### src/rtl/instr_fetch.sv
// Instruction fetch stage: walks a combinational program memory one word per cycle.
// Optional halt-on-opcode-zero detection is built when INSTR_FETCH_HALT_DETECT_EN is defined.
module instr_fetch #(
  parameter int ADDR_W   = 11,
  parameter int DATA_W   = 16,
  parameter int RESET_PC = 0
) (
  input  logic              Clk,
  input  logic              Rst_n,
  input  logic              Enable,
  input  logic              Stall,
  input  logic              Branch_En,
  input  logic [ADDR_W-1:0] Branch_Addr,
  output logic [ADDR_W-1:0] Addr,
  input  logic [DATA_W-1:0] Data,
  output logic [DATA_W-1:0] Instr,
  output logic              Instr_Valid,
  output logic [ADDR_W-1:0] PC,
  output logic              Halted,
  output logic [1:0]        State_Dbg
);

  typedef enum logic [1:0] {
    IDLE  = 2'd0,
    FETCH = 2'd1,
    HALT  = 2'd2
  } state_t;

  localparam logic [ADDR_W-1:0] RST_PC  = RESET_PC[ADDR_W-1:0];
  localparam logic [ADDR_W-1:0] PC_ONE  = {{(ADDR_W-1){1'b0}}, 1'b1};

`ifdef INSTR_FETCH_HALT_DETECT_EN
  localparam logic HALT_EN = 1'b1;
`else
  localparam logic HALT_EN = 1'b0;
`endif

  state_t              state;
  logic [ADDR_W-1:0]   pc;
  logic [DATA_W-1:0]   instr;
  logic                instr_valid;
  logic                halt_hit;

  assign halt_hit = HALT_EN && (Data[DATA_W-1 -: 5] == 5'b00000);

  // Priority inside FETCH: Enable low, then branch (beats stall), then stall, then capture.
  always_ff @(posedge Clk or negedge Rst_n) begin
    if (!Rst_n) begin
      state       <= IDLE;
      pc          <= RST_PC;
      instr       <= '0;
      instr_valid <= 1'b0;
    end else begin
      unique case (state)
        IDLE: begin
          instr_valid <= 1'b0;
          if (Enable) state <= FETCH;
        end
        FETCH: begin
          if (!Enable) begin
            state       <= IDLE;
            instr_valid <= 1'b0;
          end else if (Branch_En) begin
            pc          <= Branch_Addr;
            instr_valid <= 1'b0;
          end else if (!Stall) begin
            instr       <= Data;
            instr_valid <= 1'b1;
            // A halt instruction leaves PC pointing at itself.
            if (halt_hit) state <= HALT;
            else          pc    <= pc + PC_ONE;
          end
        end
        HALT: begin
          instr_valid <= 1'b0;
        end
        default: begin
          state       <= IDLE;
          instr_valid <= 1'b0;
        end
      endcase
    end
  end

  assign Addr        = pc;
  assign PC          = pc;
  assign Instr       = instr;
  assign Instr_Valid = instr_valid;
  assign State_Dbg   = state;

`ifdef INSTR_FETCH_HALT_DETECT_EN
  assign Halted = (state == HALT);
`else
  assign Halted = 1'b0;
`endif

endmodule

### config.mk
export PLATFORM = sky130hd
export DESIGN_NAME = instr_fetch
export DESIGN_NICKNAME = d
export VERILOG_FILES = /design/src/rtl/instr_fetch.sv
export SDC_FILE = /design/constraint.sdc
export NUM_CORES = 1
export LEC_CHECK = 0
export ABC_AREA = 1
export BUFFER_PORTS_ARGS = -buffer_cell sky130_fd_sc_hd__buf_2
export CORE_MARGIN = 2
export CORE_UTILIZATION = 40
export CTS_BUF_LIST = sky130_fd_sc_hd__clkbuf_8
export CTS_CLUSTER_DIAMETER = 120
export CTS_CLUSTER_SIZE = 8
export DETAILED_ROUTE_END_ITERATION = 10
export HOLD_SLACK_MARGIN = 0.05
export PLACE_DENSITY = 0.73
export SYNTH_ARGS = -nofsm -noshare
export SYNTH_HDL_FRONTEND = slang
export SYNTH_SLANG_ARGS = --single-unit
### constraint.sdc
create_clock -name Clk -period 1.3 [get_ports Clk]
set_input_delay 0.065 -clock Clk [delete_from_list [all_inputs] [get_ports Clk]]
set_output_delay 0.065 -clock Clk [all_outputs]
set_load 0.005 [all_outputs]
* Yosys cells after proc, flatten, opt, wreduce, memory -nomap -nowiden
Cells that the tools add are included.
** Operators by class
- Muxes and demuxes :: 9
- Eq/ne operators :: 6
- Reductions and logical operators :: 4
- Bitwise logic cells :: 3
- $add $sub $neg :: 1
** Operators with widths (number)
- 11-bit two-way mux :: 2
- 11-bit by 1-bit adder with 11-bit output (second input constant) :: 1
- 2-bit case mux with 3 select lines :: 1
- 3-bit AND reduction :: 2
- 1-bit two-way mux :: 4
- 2-bit two-way mux :: 2
- 2-bit inequality test (second input constant) :: 2
- 4-bit inequality test (second input constant) :: 1
- 4-bit AND reduction :: 1
- 1-bit NOT :: 3
- 2-bit by 1-bit == test with 1-bit output (second input constant) :: 1
- 2-bit == test (second input constant) :: 1
- 2-bit logical NOT :: 1
- 2-bit by 1-bit inequality test with 1-bit output (second input constant) :: 1
** Word-level totals
- Register bits after elaboration :: 30
- Word-level logic and storage cells :: 27
- Input port bits :: 32

* Depth between registers and ports, before layout
- Depth after elaboration :: 4
- Mapped depth :: 8
- Depth with buffers taken out :: 8

* Worst setup path after synthesis
No wires, ideal clock.
- Path type :: reg-to-reg
- From :: register state[0] (netlist: State_Dbg[0])
- To :: register instr[10] (netlist: Instr[10])
- Slack :: -0.046 ns
- Buffers on the path :: 1
- Clock period less this slack :: 1.346 ns
- Data arrival time :: 1.221 ns
- Cell stages (with the launch flop) :: 5
- Library setup time :: 0.125 ns
- Cells stage by stage :: dfrtp_1 > ha_1 > nand2_4 > buf_12 > mux2_4
** On the way
- Longest elaborated chain between the ends :: 2
** RTL lines
- start: declaration :: line 38 : state_t state;
- start signal: assignment :: line 49 : state <= IDLE;
- start signal: assignment :: line 57 : if (Enable) state <= FETCH;
- start signal: assignment :: line 61 : state <= IDLE;
- 2-bit by 1-bit == test with 1-bit output :: line 54 : unique case (state)
- 4-bit AND reduction (no source line)
- end signal: assignment :: line 67 : instr <= Data;
- end: declaration :: line 40 : logic [DATA_W-1:0] instr;
No other way between the ends.
A chain may end at the register's enable or synchronous reset.

* Final worst setup path
- From :: register state[0] (netlist: State_Dbg[0])
- To :: register instr[3] (netlist: Instr[3])
Same word-level chain as after synthesis.

==> flow_summary.yaml <==
run_status:
  status: "finished, final reports clean"
logic_synthesis:
  syn_inst: 174
  netlist_area_um2: 1610
  synthArstFlopShare_pct: 100
  synth_area_leaders: "dfrtp_1 45%, mux2_4 9.3%, nand2_1 8.4%"
  yosys_warnings: 0
  post-synth-top-count-cell: "nand2_1"
  ys_seq_elements: 29
  synth-edff-count: 0
  yosysSeqAreaShare_pct: 45.1
  ys_dominant_reg_cell: "dfrtp_1"
  avgSynthCellArea_um2: 9.25
  yosys-top-cells-count: "36 x nand2_1, 29 x dfrtp_1, 22 x nor2_1"
  synth_top_area_share_pct: 45.1
  synth_top_cell_by_area: "dfrtp_1"
  yosysUniqueCellTypes: 23
detailed_routing:
  dr.pass1.iters: 4
  routed-via-count: 1463
  drc: 0
  viasPerCell: 4.59
  wl_um: 3910
  drt-initial-drc-count: 68
  antenna_left: 0
  wire_per_inst_um: 12.3
sta:
  fin_crit_sh_pct: 95.8
  drv_slew: 0
  skew_ns: 0.00785
  finalSetupViolations: 0
  hold_ws_ns: 0.0626
  finalHoldViolCount: 0
  fin_crit_ns: 1.25
  finalWorstSetupSlack_ns: 0.0547
  fmax_ghz: 0.803
cts:
  clock-sinks: 29
  cts_setup_buffers: 0
  htreeDepth: 2
  cts_buffers: 5
  worstSkewPairLatency_ns: 0.28
  cts.clk_slew.worst_paths_ns: 0.07
  clock_path_buffers: 2
  clockRootBuffer: "clkbuf_8"
  cts_tree: "yes"
placement:
  place_congestion: 0.768
  post-dp-hpwl_um: 2590
  place_ws_ns: -0.0354
  placed_cells_incl_taps: 292
  port_buffers: 71
worst_setup_path:
  r2r_cells: 3
  crit_arrival_ns: 1.41
  crit_path_start_kind: "flip-flop"
  crit_buf_inv: 0
  cp-end-kind: "flip-flop"
  worstPathRequired_ns: 1.47
  slowest_delay_ns: 0.41
  crit_path_max_fanout: 16
  path_cells: "ha_2, nand2_8, mux2_2"
  crit_family: "flip-flops"
  r2r_start: "State_Dbg[0]"
  ff2ff_setup_slack_ns: 0.05
  r2r_end: "Instr[3]"
  cpMaxStageDelayCell: "dfrtp_2"
  critical_path_class: "flip-flop to flip-flop"
die:
  die_x_um: 67.4
  start_util_pct: 40.8
  chipHeight_um: 67.4
  ios: 74
  rows: 23
  core_um2: 3940
  dieArea_um2: 4550
power:
  p_int_mw: 3.08
  total_power_mw: 4.76
  p_per_area_nw_per_um2: 2030
  vdd_ir_drop_max_mv: 1.05
  pwr-share-comb_pct: 45.0
  seq_power_share_pct: 35.1
  power_frac_clock_pct: 19.9
  leakagePower_nw: 1.25
  p_sw_share_pct: 35.3
  p_sw_mw: 1.68
finish:
  instances_no_fill: 319
  fin_nets: 302
  diodes: 0
  area_growth_pct: 45.6
  drive_gt1_share_pct: 45.0
  fillers: 330
global_routing:
  grt_usage_pct: 18.9
  antenna_found_initial: 0
  grt_pass1_wl_um: 6360
  grt_start_max_net_pins: 17
  grt_pass1_vias: 1444
  grt_overflow: 0
min_path:
  holdPathStages: 3
  hp-class: "input pin to flip-flop"
  hold_start: "Branch_Addr[1]"
  hold-path-endpoint: "Addr[1]"
flow_run:
  maxCapViolations: 0
## cells in the final DEF, fill, tap and decap left out, drive strengths merged, types with 2 or more instances in the layout
master	count
nor2	23
buf	84
xor2	2
nand2	37
clkbuf	5
ha	2
dfrtp	29
mux2	16
inv	15
a21oi	5
nand3	15
o21ai	9
conb	2
dlygate4sd3	19
## tightest hold or removal path: stages
cell	delay, ns
buf_2	0.10
nand2_1	0.05
a31oi_1	0.08
## sequential cells by signal, indices dropped and copies added, names as in the netlist
| register | cells |
|---|---|
| Addr | 11 |
| Instr | 16 |
| Instr_Valid | 1 |
| State_Dbg | 1 |
## cell type report
| cell class | instances | area (um2) | share of cell area, % |
|---|---|---|---|
| tap | 50 | 62.6 | 2.67 |
| inverter | 15 | 56.3 | 2.40 |
| sequential | 29 | 727 | 31.0 |
| timing repair buffer | 103 | 656 | 28.0 |
| clock buffer | 5 | 68.8 | 2.94 |
| multi-input combinational | 114 | 727 | 31.0 |
| clock inverter | 3 | 46.3 | 1.98 |
## metrics by stage
step / util (%) / TNS, ns / instance area (um2)
after floorplan: - / 0 / 1620
after global placement: 50.7 / 0 / 2000
after detailed placement: 50.7 / -0.0587 / 2000
after CTS: 58.7 / 0 / 2320
after global routing: 59.4 / -0.00517 / 2340
final: 59.4 / 0 / 2340
## power by group through the flow
stage / clock network [mW] / logic, mW / registers, mW
2_1_floorplan: 0 / 1.14 / 1.75
3_5_place_dp: 0 / 2.02 / 1.65
6_report: 0.947 / 2.14 / 1.67
3_3_place_gp: 0 / 1.97 / 1.64
5_1_grt: 0.997 / 2.42 / 1.73
4_1_cts: 0.964 / 2.09 / 1.66
## metal layers
metal	share of wire (%)	wire, um	track usage (%)	vias to the layer above
met1	43	1690	23.5	665
li1	-	-	-	731
met3	7.0	272	4.50	2
met5	0	0	0	-
met4	0.28	11	6.89	0
met2	50	1940	31.9	65
## kinds of logic after synthesis
group | synth area share, %
buffers and inverters | 12.5
other | 0.233
adders and majority gates | 1.55
and+or+nand+nor | 20.8
muxes | 13.5
DFF | 45.1
xor gates and xnor gates | 1.09
AOI/OAI and AO/OA | 5.21
## how the worst max path moves through the flow
stage | from | end | slack [ns] | cells after the start
2_1_floorplan | State_Dbg[0] | Instr[10] | 0.005 | 4
3_3_place_gp | State_Dbg[0] | Instr[1] | 0.02 | 3
3_5_place_dp | Addr[1] | Addr[10] | -0.04 | 8
4_1_cts | Addr[0] | Addr[4] | 0.03 | 6
5_1_grt | Addr[0] | Addr[8] | -0.005 | 8
6_report | State_Dbg[0] | Instr[3] | 0.05 | 3
## timing repair
item                       in CTS  in global routing
gates resized for setup         2                  9
setup endpoints to repair       7                  6
hold buffers                   19                  0
hold endpoints to repair       47                  0
pin swaps                       0                  3
Note: power is estimated with default switching activity, not from simulation.
